`src/rtl/ysyx_24100005_lsu.sv`:
```
// Load/store unit: one data-memory transaction at a time over a req/ack bus.
// Aligns store data to byte lanes, builds write masks, extracts and extends load data,
// and hands the result to writeback through a valid/ready handshake.
module ysyx_24100005_lsu #(
  parameter int unsigned TIMEOUT = 255  // 0 disables the request timeout
) (
  input  logic        clk,
  input  logic        rst,
  input  logic        in_valid,
  output logic        in_ready,
  input  logic [31:0] in_addr,
  input  logic [31:0] in_wdata,
  input  logic [2:0]  in_funct3,
  input  logic        in_is_store,
  input  logic [4:0]  in_rd,
  output logic        mem_req,
  output logic        mem_we,
  output logic [31:0] mem_addr,
  output logic [31:0] mem_wdata,
  output logic [3:0]  mem_wmask,
  input  logic        mem_ack,
  input  logic [31:0] mem_rdata,
  output logic        out_valid,
  input  logic        out_ready,
  output logic [31:0] out_rdata,
  output logic [4:0]  out_rd,
  output logic        out_err
);

  typedef enum logic [1:0] {StIdle, StReq, StResp} state_e;

  state_e      state_q;
  logic [31:0] cnt_q;
  logic [2:0]  funct3_q;
  logic [1:0]  alo_q;
  logic        is_store_q;

  logic        mem_req_q, mem_we_q, out_valid_q, out_err_q;
  logic [31:0] mem_addr_q, mem_wdata_q, out_rdata_q;
  logic [3:0]  mem_wmask_q;
  logic [4:0]  out_rd_q;

  logic        req_ok;
  logic [3:0]  st_mask;
  logic [31:0] st_data;
  logic [7:0]  ld_byte;
  logic [15:0] ld_half;
  logic [31:0] ld_data;
  logic        timeout_hit;

  assign in_ready  = (state_q == StIdle);
  assign mem_req   = mem_req_q;
  assign mem_we    = mem_we_q;
  assign mem_addr  = mem_addr_q;
  assign mem_wdata = mem_wdata_q;
  assign mem_wmask = mem_wmask_q;
  assign out_valid = out_valid_q;
  assign out_rdata = out_rdata_q;
  assign out_rd    = out_rd_q;
  assign out_err   = out_err_q;

  assign timeout_hit = (TIMEOUT != 0) && (cnt_q == TIMEOUT - 1);

  // Decode legality and alignment of the incoming request, and build store lanes.
  always_comb begin
    req_ok  = 1'b0;
    st_mask = 4'b1111;
    st_data = in_wdata;
    case (in_funct3)
      3'b000:  req_ok = 1'b1;
      3'b001:  req_ok = ~in_addr[0];
      3'b010:  req_ok = (in_addr[1:0] == 2'b00);
      3'b100:  req_ok = ~in_is_store;
      3'b101:  req_ok = ~in_is_store & ~in_addr[0];
      default: req_ok = 1'b0;
    endcase
    case (in_funct3[1:0])
      2'b00: begin
        st_mask = 4'b0001 << in_addr[1:0];
        st_data = {4{in_wdata[7:0]}};
      end
      2'b01: begin
        st_mask = in_addr[1] ? 4'b1100 : 4'b0011;
        st_data = {2{in_wdata[15:0]}};
      end
      default: begin
        st_mask = 4'b1111;
        st_data = in_wdata;
      end
    endcase
  end

  // Extract and extend load data from the returned word using the captured offset.
  always_comb begin
    ld_byte = mem_rdata[7:0];
    case (alo_q)
      2'b00:   ld_byte = mem_rdata[7:0];
      2'b01:   ld_byte = mem_rdata[15:8];
      2'b10:   ld_byte = mem_rdata[23:16];
      default: ld_byte = mem_rdata[31:24];
    endcase
    ld_half = alo_q[1] ? mem_rdata[31:16] : mem_rdata[15:0];
    case (funct3_q)
      3'b000:  ld_data = {{24{ld_byte[7]}}, ld_byte};
      3'b001:  ld_data = {{16{ld_half[15]}}, ld_half};
      3'b100:  ld_data = {24'h0, ld_byte};
      3'b101:  ld_data = {16'h0, ld_half};
      default: ld_data = mem_rdata;
    endcase
  end

  // Control FSM with registered bus and writeback outputs.
  always_ff @(posedge clk) begin
    if (rst) begin
      state_q     <= StIdle;
      cnt_q       <= '0;
      funct3_q    <= '0;
      alo_q       <= '0;
      is_store_q  <= 1'b0;
      mem_req_q   <= 1'b0;
      mem_we_q    <= 1'b0;
      mem_addr_q  <= '0;
      mem_wdata_q <= '0;
      mem_wmask_q <= '0;
      out_valid_q <= 1'b0;
      out_rdata_q <= '0;
      out_rd_q    <= '0;
      out_err_q   <= 1'b0;
    end else begin
      unique case (state_q)
        StIdle: begin
          if (in_valid) begin
            out_rd_q   <= in_rd;
            funct3_q   <= in_funct3;
            alo_q      <= in_addr[1:0];
            is_store_q <= in_is_store;
            cnt_q      <= '0;
            if (req_ok) begin
              state_q     <= StReq;
              mem_req_q   <= 1'b1;
              mem_we_q    <= in_is_store;
              mem_addr_q  <= {in_addr[31:2], 2'b00};
              mem_wdata_q <= in_is_store ? st_data : 32'h0;
              mem_wmask_q <= in_is_store ? st_mask : 4'b0000;
            end else begin
              // Illegal or misaligned: report straight away without touching the bus.
              state_q     <= StResp;
              out_valid_q <= 1'b1;
              out_err_q   <= 1'b1;
              out_rdata_q <= '0;
            end
          end
        end
        StReq: begin
          if (mem_ack || timeout_hit) begin
            state_q     <= StResp;
            mem_req_q   <= 1'b0;
            mem_we_q    <= 1'b0;
            mem_wmask_q <= 4'b0000;
            out_valid_q <= 1'b1;
            out_err_q   <= ~mem_ack;
            out_rdata_q <= (mem_ack && !is_store_q) ? ld_data : 32'h0;
          end else begin
            cnt_q <= cnt_q + 32'd1;
          end
        end
        StResp: begin
          if (out_ready) begin
            state_q     <= StIdle;
            out_valid_q <= 1'b0;
          end
        end
        default: state_q <= StIdle;
      endcase
    end
  end

endmodule

```
`config.mk`:
```
export PLATFORM = sky130hd
export DESIGN_NAME = ysyx_24100005_lsu
export DESIGN_NICKNAME = d
export VERILOG_FILES = /design/src/rtl/ysyx_24100005_lsu.sv
export SDC_FILE = /design/constraint.sdc
export NUM_CORES = 1
export LEC_CHECK = 0
export CORE_MARGIN = 8
export CORE_UTILIZATION = 47
export CTS_CLUSTER_DIAMETER = 40
export DETAILED_ROUTE_END_ITERATION = 16
export PLACE_DENSITY = 0.9
export SYNTH_ARGS = -nofsm -noshare
export SYNTH_HDL_FRONTEND = slang
export SYNTH_SLANG_ARGS = --single-unit
```
`constraint.sdc`:
```
create_clock -name clk -period 2.38 [get_ports clk]
set_clock_uncertainty 0.2 [all_clocks]
set_input_delay 0.238 -clock clk [delete_from_list [all_inputs] [get_ports clk]]
set_output_delay 0.238 -clock clk [all_outputs]
set_load 0.02 [all_outputs]
```
==> results of run 1 <==
-- worst paths after layout --
path / end / from / cells after the start / slack, ns
setup / recovery: out_rdata[26]$_SDFFE_PP0P_ / cnt_q[0]$_SDFFE_PP0P_ / 8 / 0.05
hold / removal: mem_wdata[13]$_SDFFE_PP0P_ / rst / 3 / 0.13
setup reg to reg: out_rdata[26]$_SDFFE_PP0P_ / cnt_q[0]$_SDFFE_PP0P_ / 8 / 0.05
hold reg to reg: mem_addr[31]$_SDFFE_PP0P_ / mem_addr[31]$_SDFFE_PP0P_ / 2 / 0.25
-- metrics by stage --
step	hold WS (ns)	power, mW	util	setup WS [ns]
after floorplan	0.149	3.13	-	0.377
after global placement	0.236	3.62	0.656	-0.100
after detailed placement	0.243	3.64	0.656	-0.169
after CTS	0.109	6.16	0.695	0.0780
after global routing	0.132	6.38	0.696	-0.0198
final	0.127	6.15	0.696	0.0549
-- critical path: cells and delay by family (launching register included) --
family	cells	cell delay [ns]
buffers and inverters	2	0.29
DFF	1	0.31
adders and majority gates	1	0.21
AOI/OAI and AO/OA	2	0.56
and+or+nand+nor	3	0.63
-- power by group through the flow --
| stage | clock, mW | sequential [mW] | combinational, mW |
|---|---|---|---|
| after global placement | 0 | 2.63 | 0.990 |
| after global routing | 2.69 | 2.59 | 1.10 |
| after detailed placement | 0 | 2.63 | 1.01 |
| after CTS | 2.56 | 2.58 | 1.02 |
| final | 2.54 | 2.58 | 1.03 |
| after floorplan | 0 | 2.70 | 0.428 |
-- synth_stat cells, types with 3 or more instances --
master,count,share of area
nand2_1,167,0.092
dfxtp_1,147,0.43
a21oi_1,95,0.069
nor2_1,44,0.024
clkbuf_1,38,0.021
nand2b_1,27,0.025
nor3_1,27,0.020
nand3_1,25,0.018
o21ai_0,25,0.018
mux2_2,23,0.038
nor2b_1,19,0.017
a22o_1,18,0.023
buf_2,14,0.010
nand4_1,13,0.012
o2111ai_1,13,0.017
a2111o_1,12,0.020
o2bb2ai_1,11,0.014
or3_1,10,0.0091
inv_1,9,0.0049
a31oi_1,8,0.0073
a32o_1,8,0.012
mux2i_1,8,0.012
nor4_1,6,0.0055
o211ai_1,5,0.0055
a211oi_1,4,0.0044
buf_1,4,0.0022
buf_4,4,0.0044
buf_6,4,0.0066
a221oi_1,3,0.0038
xnor2_1,3,0.0038
-- timing repair --
action	4_1_cts	5_1_grt
hold buffers	0	0
resized for setup	1	2
endpoints found under the setup margin	31	23
pin swaps	0	1
-- sequential cells by signal, summed over array words and instances, names as in the netlist, 2 cells and up --
signal,flops
out_rdata,32
state_q,2
mem_addr,30
mem_wmask,4
out_rd,5
alo_q,2
funct3_q,3
mem_wdata,32
cnt_q,32
-- area by class of cell --
class | instances | area [sq um]
Timing Repair Buffer | 266 | 2620
Fill cell | 1024 | 4360
Antenna cell | 1 | 2.50
Sequential cell | 147 | 2940
Clock buffer | 19 | 453
Multi-Input combinational cell | 612 | 3610
Tap cell | 184 | 230
Inverter | 9 | 33.8
Clock inverter | 13 | 111
-- cell families after synthesis --
logic type               count (synthesis)  share of synthesized area
buffers and inverters                   73                     0.0491
multiplexers                            32                     0.0528
AND/OR/NAND/NOR                        357                      0.250
adder cells (fa/ha/maj)                  2                    0.00365
AO/OA/AOI/OAI                          216                      0.211
other                                    1                   0.000547
XOR/XNOR                                 3                    0.00384
flip-flops                             147                      0.430
-- layer usage --
layer	up-vias	GRT usage	part of all wire
met2	346	0.387	0.48
li1	3416	-	-
met3	63	0.104	0.11
met5	-	0	0
met1	3389	0.258	0.37
met4	0	0.102	0.032
==> summary.txt, run 1 <==
Status
  • Status: finished clean

Power and ir drop
  • Power Internal: 4.51 mW
  • Switching pwr: about 1.6 mW
  • Reg power frac: 0.419
  • Gate power share: 0.167
  • Pleak: ~3.6 nW
  • Pwr per Cell Area: ~600 nW/um^2
  • Clock power frac: 0.413
  • Switching Share: 0.267
  • Max VDD drop: a little under 0.0005 V

Floorplanning
  • Core area: around 14,000 sq um
  • # rows: 44
  • Die width: approximately 140 um
  • Die area: between 15,000 and 20,000 sq um
  • # IOs: between 200 and 250
  • Die H: around 140 um
  • Initial core utilization: 0.477

Final layout
  • Commonest non-fill, non-tap cell in the layout: clkdlybuf4s50_1
  • Ratio of cells with drive above 1 in the final layout: 0.114
  • Commonest cells after routing, fill and taps aside: clkdlybuf4s50_1, nand2_1, dfxtp_1
  • Post-Layout Cell Count: 1,251
  • Post-route design area: around 10,000 sq um
  • Area grow syn2layout: 46.1%
  • Nets: 1,165

Placed design
  • DP Area: about 9400 sq um
  • Cells after DPL: 1,218
  • RePlAce Congestion: roughly 0.86
  • Post-detail-place hpwl: 16.1 mm
  • Port buffer count: ~220

Routing
  • DRC errors left: 0
  • DRT iter0 DRCs: ~560
  • Drt total wl: 22.7 mm
  • Routed Antenna Nets: 0
  • DR pass1 iterations: 8
  • Drt wl/cell: about 18 um
  • Avg Vias per Cell: 5.77
  • Total number of vias: 7,214

Synthesis
  • Post-Synthesis Cells: between 800 and 900
  • Ys async rst share: 0
  • FF+latch count, synth: 147
  • Post-synth EDFFs: 0
  • Ys flop type: dfxtp_1
  • Sequential element share of the synthesized area: 0.430
  • Synthesized area per cell: between 8 and 9 sq um
  • Mapped cell area: around 6900 sq um
  • YS warnings: 0
  • Unique masters post-synth: between 50 and 60

Global route
  • Grt ovf: 0
  • Total track usage: 0.235
  • Initial antenna violation count: 0
  • Vias in the first global route: ~7,100
  • Largest net degree at the start of global routing: 47
  • First-pass GRT wire length: around 35 mm

STA
  • Unrepaired setup endpoints after global routing: yes
  • Worst slew pin tran: approximately 0.76 ns
  • Final hold vios: 0
  • Setup TNS: 0 ns
  • Max Freq: ~430 MHz
  • Min cycle time layout: 2.33 ns
  • Max-slew violations: 0
  • Tcrit/Tclk final: 0.977
  • Relative slew slack: 0.486
  • Setup-failing EPs final: 0

Setup path
  • Slowest-stage cell, CP: o21ai_1
  • Req. time, crit path: 2.49 ns
  • Crit. End Element: register
  • Crit-path max FO: 32
  • CP peak stage delay: ~0.32 ns
  • Crit path kind: reg -> reg
  • CP Cell Sequence: inv_1 -> ha_1 -> nor4b_4 -> nand4_1 -> o21ai_1 -> nand3_1 -> buf_12 -> a22o_1
  • Crit path DAT: 2.44 ns
  • CP startpoint kind: register

Clock tree
  • Worst skew pair latency: between 0.4 and 0.5 ns
  • Clock sinks: between 100 and 150
  • Postcts setup bufs: 0
  • CTS tree: done
  • Worst-path clk slew: roughly 0.060 ns
  • Clk buf depth: 2
  • Number of buffers created by CTS: 17
  • H-tree depth: 4
  • CTS root buf: clkbuf_16

Flow run
  • MaxCap Viol Count: 0

Worst hold path
  • Hold/Removal Path Class: in -> reg
Note: power is estimated with default switching activity, not from simulation.
==> inputs of run 2 (changes only) <==
--- a/config.mk
+++ b/config.mk
@@ -6,10 +6,11 @@
 export NUM_CORES = 1
 export LEC_CHECK = 0
 export CORE_MARGIN = 8
-export CORE_UTILIZATION = 47
+export CORE_UTILIZATION = 26
 export CTS_CLUSTER_DIAMETER = 40
 export DETAILED_ROUTE_END_ITERATION = 16
-export PLACE_DENSITY = 0.9
+export PLACE_DENSITY = 0.59
+export SKIP_LAST_GASP = 1
 export SYNTH_ARGS = -nofsm -noshare
 export SYNTH_HDL_FRONTEND = slang
 export SYNTH_SLANG_ARGS = --single-unit
==> summary.txt, run 2 (synthesis gave the netlist of run 1 again) <==
Routing
  • Total number of vias: 6,896 (-4.4%)
  • DRT iter0 DRCs: 373 (-33%)
  • DRC errors left: 0 (unchanged)
  • Avg Vias per Cell: 4.90 (-15%)
  • Routed Antenna Nets: 0 (unchanged)
  • Drt wl/cell: 16.7 um (-8.0%)
  • DR pass1 iterations: 5 (-3)
  • Drt total wl: 23.5 mm (+3.6%)

STA
  • Max-slew violations: 0 (unchanged)
  • Final hold slack: 0.150 ns (+0.0232 ns)
  • Max Freq: 448 MHz (+4.2%)
  • Setup-failing EPs final: 0 (unchanged)
  • Worst slew pin tran: 0.627 ns (-0.131 ns)
  • Unrepaired setup endpoints after global routing: no
  • Min cycle time layout: 2.23 ns (-0.0931 ns)
  • Final hold vios: 0 (unchanged)
  • Tcrit/Tclk final: 0.938 (-0.0391)
  • Relative slew slack: 0.581 (+0.0951)

Clock tree
  • Clk buf depth: 2 (unchanged)
  • Worst-path clk slew: 0.07 ns (about the same)
  • Number of buffers created by CTS: 17 (unchanged)
  • Clock sinks: 147 (unchanged)
  • H-tree depth: 4 (unchanged)
  • CTS root buf: clkbuf_16
  • CTS tree: done
  • Worst skew pair latency: 0.43 ns (about the same)

Global route
  • Largest net degree at the start of global routing: 68 (+45%)
  • Grt ovf: 0 (unchanged)
  • Grt peak-use layer: met2
  • Met3 usage: 0.0658 (-0.0384)
  • Met2 usage: 0.229 (-0.158)
  • First-pass GRT wire length: 37.3 mm (+6.2%)
  • Initial antenna violation count: 0 (unchanged)
  • Vias in the first global route: 6,923 (-1.9%)
  • Met1 usage: 0.177 (-0.0811)
  • Total track usage: 0.147 (-0.0884)

Power and ir drop
  • Max VDD drop: 0.000367 V (-26%)
  • Tot Pwr: 6.24 mW (+1.4%)
  • Pwr per Cell Area: 609 nW/um^2 (-0.89%)
  • Pleak: 3.64 nW (+1.2%)

Floorplanning
  • Core area: 26,000 sq um (+81%)
  • # rows: 59 (+34%)
  • Initial core utilization: 0.264 (-0.213)
  • Die H: 178 um (+30%)
  • Die width: 178 um (+30%)
  • Die area: 31,800 sq um (+70%)
  • # IOs: 220 (unchanged)

Setup path
  • Crit path DAT: 2.39 ns (-0.05 ns)
  • CP startpoint kind: register
  • Crit. End Element: register
  • Req. time, crit path: 2.53 ns (+0.04 ns)
  • Crit-path max FO: 6 (-81%)
  • Internal reg-to-reg setup slack: 0.15 ns (+0.09 ns)
  • Crit path kind: reg -> reg

Final layout
  • Area grow syn2layout: 49.5%
  • Fillers: 2,644 (+160%)
  • Multi-input gate area: 3610 sq um (-0.10%)
  • Commonest non-fill, non-tap cell in the layout: clkdlybuf4s50_1
  • Commonest cells after routing, fill and taps aside: clkdlybuf4s50_1, nand2_1, dfxtp_1
  • Ratio of cells with drive above 1 in the final layout: 0.118 (+0.00402)
  • FF/Latch Area: 2940 sq um (unchanged)
  • Nets: 1,171 (+0.52%)

Placed design
  • RePlAce Congestion: 0.803 (-6.1%)
  • Port buffer count: 217 (unchanged)
  • Post-detail-place hpwl: 17.3 mm (+7.5%)

Flow run
  • MaxCap Viol Count: 0 (unchanged)

Status
  • Status: finished clean

Worst hold path
  • Hold/Removal Path Class: in -> reg
==> run 2: changes by cell type in the layout (fill, tap and decap cells not counted), sizes merged <==
cell           before  now
bufinv              1    0
buf                50   55
inv                 9   19
clkdlybuf4s50     216  215
clkinv              5    3
clkinvlp            7    2
dlygate4sd2         0    1
clkbuf             19   17
dlygate4sd3         0    1
==> run 2: area by class of cell <==
type                       count  share of cell area
clock buffer                  17              0.0415
tap                          335              0.0409
clock inverter                15              0.0134
timing repair buffer         272               0.261
inverter                       9             0.00330
sequential                   147               0.287
multi-input combinational    612               0.352
antenna                        1            0.000244
==> run 2: per-layer routing <==
| layer | wire length [um] | vias to the layer above | share of wire |
|---|---|---|---|
| met5 | 0 | - | 0 |
| met4 | 384 | 0 | 0.016 |
| met3 | 2470 | 28 | 0.11 |
| met2 | 10600 | 235 | 0.45 |
| met1 | 10100 | 3212 | 0.43 |
| li1 | - | 3421 | - |
==> run 2: path summary, 6_finish.rpt <==
path                                            startpoint                    endpoint  depth (start not counted)
worst min register to register  mem_wdata[23]$_SDFFE_PP0P_  mem_wdata[23]$_SDFFE_PP0P_                          2
worst max register to register      cnt_q[21]$_SDFFE_PP0P_      cnt_q[31]$_SDFFE_PP0P_                          7
worst min-delay path                            in_addr[4]    mem_addr[4]$_SDFFE_PP0P_                          3
worst max-delay path                cnt_q[21]$_SDFFE_PP0P_      cnt_q[31]$_SDFFE_PP0P_                          7
==> run 2: power by group <==
part | internal [mW] | switching [mW]
logic | 0.499 | 0.531
clock network | 1.39 | 1.24
registers | 2.53 | 0.0475
total | 4.42 | 1.82
==> run 2: worst max-delay path, stage by stage (launching register included) <==
cell,delay (ns)
dfxtp_1,0.35
nor4_1,0.38
nand4_1,0.15
buf_4,0.18
o21ba_2,0.23
buf_4,0.16
o2111ai_1,0.29
mux2i_1,0.22
==> run 2: metrics by stage <==
| step | instance area [sq um] | setup TNS (ns) | setup WS [ns] | util | cells |
|---|---|---|---|---|---|
| 2_1_floorplan | 6850 | 0 | 0.377 | - | 832 |
| 3_3_place_gp | 9640 | -1.36 | -0.0443 | 0.371 | 1373 |
| 3_5_place_dp | 9640 | -0.344 | -0.0242 | 0.371 | 1373 |
| 4_1_cts | 10200 | 0 | 0.0745 | 0.393 | 1406 |
| 5_1_grt | 10200 | 0 | 0.00830 | 0.394 | 1407 |
| 6_report | 10200 | 0 | 0.148 | 0.394 | 1408 |
==> run 2: what timing repair did <==
item	CTS	global route
setup endpoints to repair	1	46
setup buffers	0	1
endpoints found under the hold margin	5	0
gates cloned	0	0
hold buffers	1	0
resized for setup	1	3
pin swaps	0	2
==> inputs of run 3 (changes only) <==
--- a/config.mk
+++ b/config.mk
@@ -5,11 +5,13 @@
 export SDC_FILE = /design/constraint.sdc
 export NUM_CORES = 1
 export LEC_CHECK = 0
-export CORE_MARGIN = 8
+export CELL_PAD_IN_SITES_DETAIL_PLACEMENT = 0
+export CELL_PAD_IN_SITES_GLOBAL_PLACEMENT = 2
+export CORE_MARGIN = 1.5
 export CORE_UTILIZATION = 26
 export CTS_CLUSTER_DIAMETER = 40
 export DETAILED_ROUTE_END_ITERATION = 16
-export PLACE_DENSITY = 0.59
+export PLACE_DENSITY = 0.89
 export SKIP_LAST_GASP = 1
 export SYNTH_ARGS = -nofsm -noshare
 export SYNTH_HDL_FRONTEND = slang
==> summary.txt, run 3 (synthesis gave the netlist of run 1 again) <==
Setup path
  • Crit path DAT: 2.45 ns (+0.06 ns)
  • Worst r2r src: cnt_q[0]$_SDFFE_PP0P_
  • Internal reg-to-reg setup slack: 0.08 ns (-0.07 ns)
  • Crit-path max FO: 9 (+3)
  • Crit. End Element: register
  • R2R Path End: cnt_q[19]$_SDFFE_PP0P_
  • CP startpoint kind: register
  • Crit path kind: reg -> reg
  • R2R cell count: 9 (+2)
  • Req. time, crit path: 2.53 ns (about the same)

Floorplanning
  • Core area: 26,000 sq um (unchanged)
  • Initial core utilization: 0.264 (unchanged)
  • # rows: 59 (unchanged)
  • Die width: 165 um (-7.3%)
  • Die H: 165 um (-7.3%)
  • Die area: 27,300 sq um (-14%)
  • # IOs: 220 (unchanged)

Routing
  • DRT iter0 DRCs: 416 (+12%)
  • DRC errors left: 0 (unchanged)
  • Routed Antenna Nets: 0 (unchanged)
  • Drt wl/cell: 15.6 um (-6.6%)
  • Avg Vias per Cell: 4.77 (-2.6%)
  • Total number of vias: 6,743 (-2.2%)
  • DR pass1 iterations: 5 (unchanged)
  • Drt total wl: 22.0 mm (-6.3%)

Worst hold path
  • Hold/Removal Path Class: in -> reg
  • Hold_sp: rst
  • Hold worst-path end: out_rd[4]$_SDFFE_PP0P_
  • Hold Crit Depth: 2 (-1)

Final layout
  • Fillers: 2,660 (+0.61%)
  • Post-route design area: 10,300 sq um (+0.35%)
  • Ratio of cells with drive above 1 in the final layout: 0.122 (+0.00316)
  • Area grow syn2layout: 50.0%
  • Commonest cells after routing, fill and taps aside: clkdlybuf4s50_1, nand2_1, dfxtp_1
  • Multi-input gate area: 3620 sq um (+0.24%)
  • FF/Latch Area: 2940 sq um (unchanged)
  • Nets: 1,176 (+0.43%)
  • Commonest non-fill, non-tap cell in the layout: clkdlybuf4s50_1

Global route
  • Vias in the first global route: 6,371 (-8.0%)
  • Grt ovf: 0 (unchanged)
  • Initial antenna violation count: 1 (+1)
  • First-pass GRT wire length: 34.0 mm (-8.8%)
  • Largest net degree at the start of global routing: 47 (-31%)
  • Total track usage: 0.159 (+0.0127)

Power and ir drop
  • Pwr per Cell Area: 611 nW/um^2 (+0.33%)
  • Max VDD drop: 0.000369 V (+0.45%)
  • Tot Pwr: 6.28 mW (+0.68%)
  • Pleak: 3.66 nW (+0.51%)

STA
  • Final hold vios: 0 (unchanged)
  • Max-slew violations: 0 (unchanged)
  • Tcrit/Tclk final: 0.968 (+0.0304)
  • Relative slew slack: 0.462 (-0.119)
  • Setup-failing EPs final: 0 (unchanged)
  • Min cycle time layout: 2.30 ns (+0.0724 ns)
  • Max Freq: 434 MHz (-3.1%)
  • Worst slew pin tran: 0.795 ns (+0.167 ns)

Clock tree
  • Clk buf depth: 2 (unchanged)
  • CTS tree: done
  • Post-CTS Hold Buffers: 0 (-1)
  • H-tree depth: 4 (unchanged)
  • CTS root buf: clkbuf_16
  • Worst skew pair latency: 0.42 ns (about the same)
  • Clock sinks: 147 (unchanged)
  • Worst-path clk slew: 0.07 ns (about the same)
  • Number of buffers created by CTS: 17 (unchanged)

Placed design
  • Port buffer count: 217 (unchanged)
  • RePlAce Congestion: 0.776 (-3.4%)
  • Post-detail-place hpwl: 15.7 mm (-9.4%)
  • DP Area: 9640 sq um (about the same)

Status
  • Status: finished clean

Flow run
  • MaxCap Viol Count: 0 (unchanged)
[run 3: through the flow]
stage,utilization,setup TNS (ns),hold slack [ns],worst slack (ns),instances
4_1_cts,0.393,0,0.0133,0.0200,1408
6_report,0.395,0,0.0227,0.0756,1413
3_3_place_gp,0.371,-9.26,0.239,-0.155,1376
2_1_floorplan,-,0,0.149,0.377,832
3_5_place_dp,0.371,-11.91,0.246,-0.183,1376
5_1_grt,0.395,-0.0114,0.0146,-0.0114,1412
[run 3: area by class of cell]
class                      count  area share
antenna                        1    0.000244
multi-input combinational    612       0.352
tap                          335      0.0408
clock inverter                12      0.0129
inverter                       9     0.00329
clock buffer                  20      0.0435
timing repair buffer         277       0.261
sequential                   147       0.286
[run 3: critical path: stages, from the launching register on]
cell and delay (ns):
dfxtp_1 0.33, inv_1 0.06, ha_1 0.21, nor4b_2 0.16, nand4_1 0.20, buf_4 0.17, o21bai_4 0.12, buf_4 0.16
or4_1 0.49, a21oi_1 0.15
[run 3: worst max path at each step]
stage,startpoint,end,slack [ns],depth (start not counted)
5_1_grt,cnt_q[0]$_SDFFE_PP0P_,cnt_q[19]$_SDFFE_PP0P_,-0.01,9
6_report,cnt_q[0]$_SDFFE_PP0P_,cnt_q[19]$_SDFFE_PP0P_,0.08,9
4_1_cts,cnt_q[0]$_SDFFE_PP0P_,out_err$_SDFFE_PP0P_,0.02,7
3_5_place_dp,in_funct3[2],out_rdata[31]$_SDFFE_PP0P_,-0.18,7
2_1_floorplan,alo_q[1]$_SDFFE_PP0P_,out_rdata[16]$_SDFFE_PP0P_,0.38,7
3_3_place_gp,in_funct3[2],mem_wdata[18]$_SDFFE_PP0P_,-0.16,8
[run 3: timing repair]
action,in CTS,in global routing
setup endpoints to repair,0,52
buffers inserted,0,4
resized for setup,0,4
[run 3: report_power, final]
group          total, mW  internal [mW]  switching [mW]
registers           2.58           2.53          0.0483
logic               1.01          0.487           0.526
clock network       2.69           1.57            1.11
total               6.28           4.60            1.68
[run 3: layer usage]
metal,share of wire,track usage
met5,0,0
met4,0.0089,0.0524
met3,0.091,0.0657
met2,0.45,0.245
met1,0.45,0.202
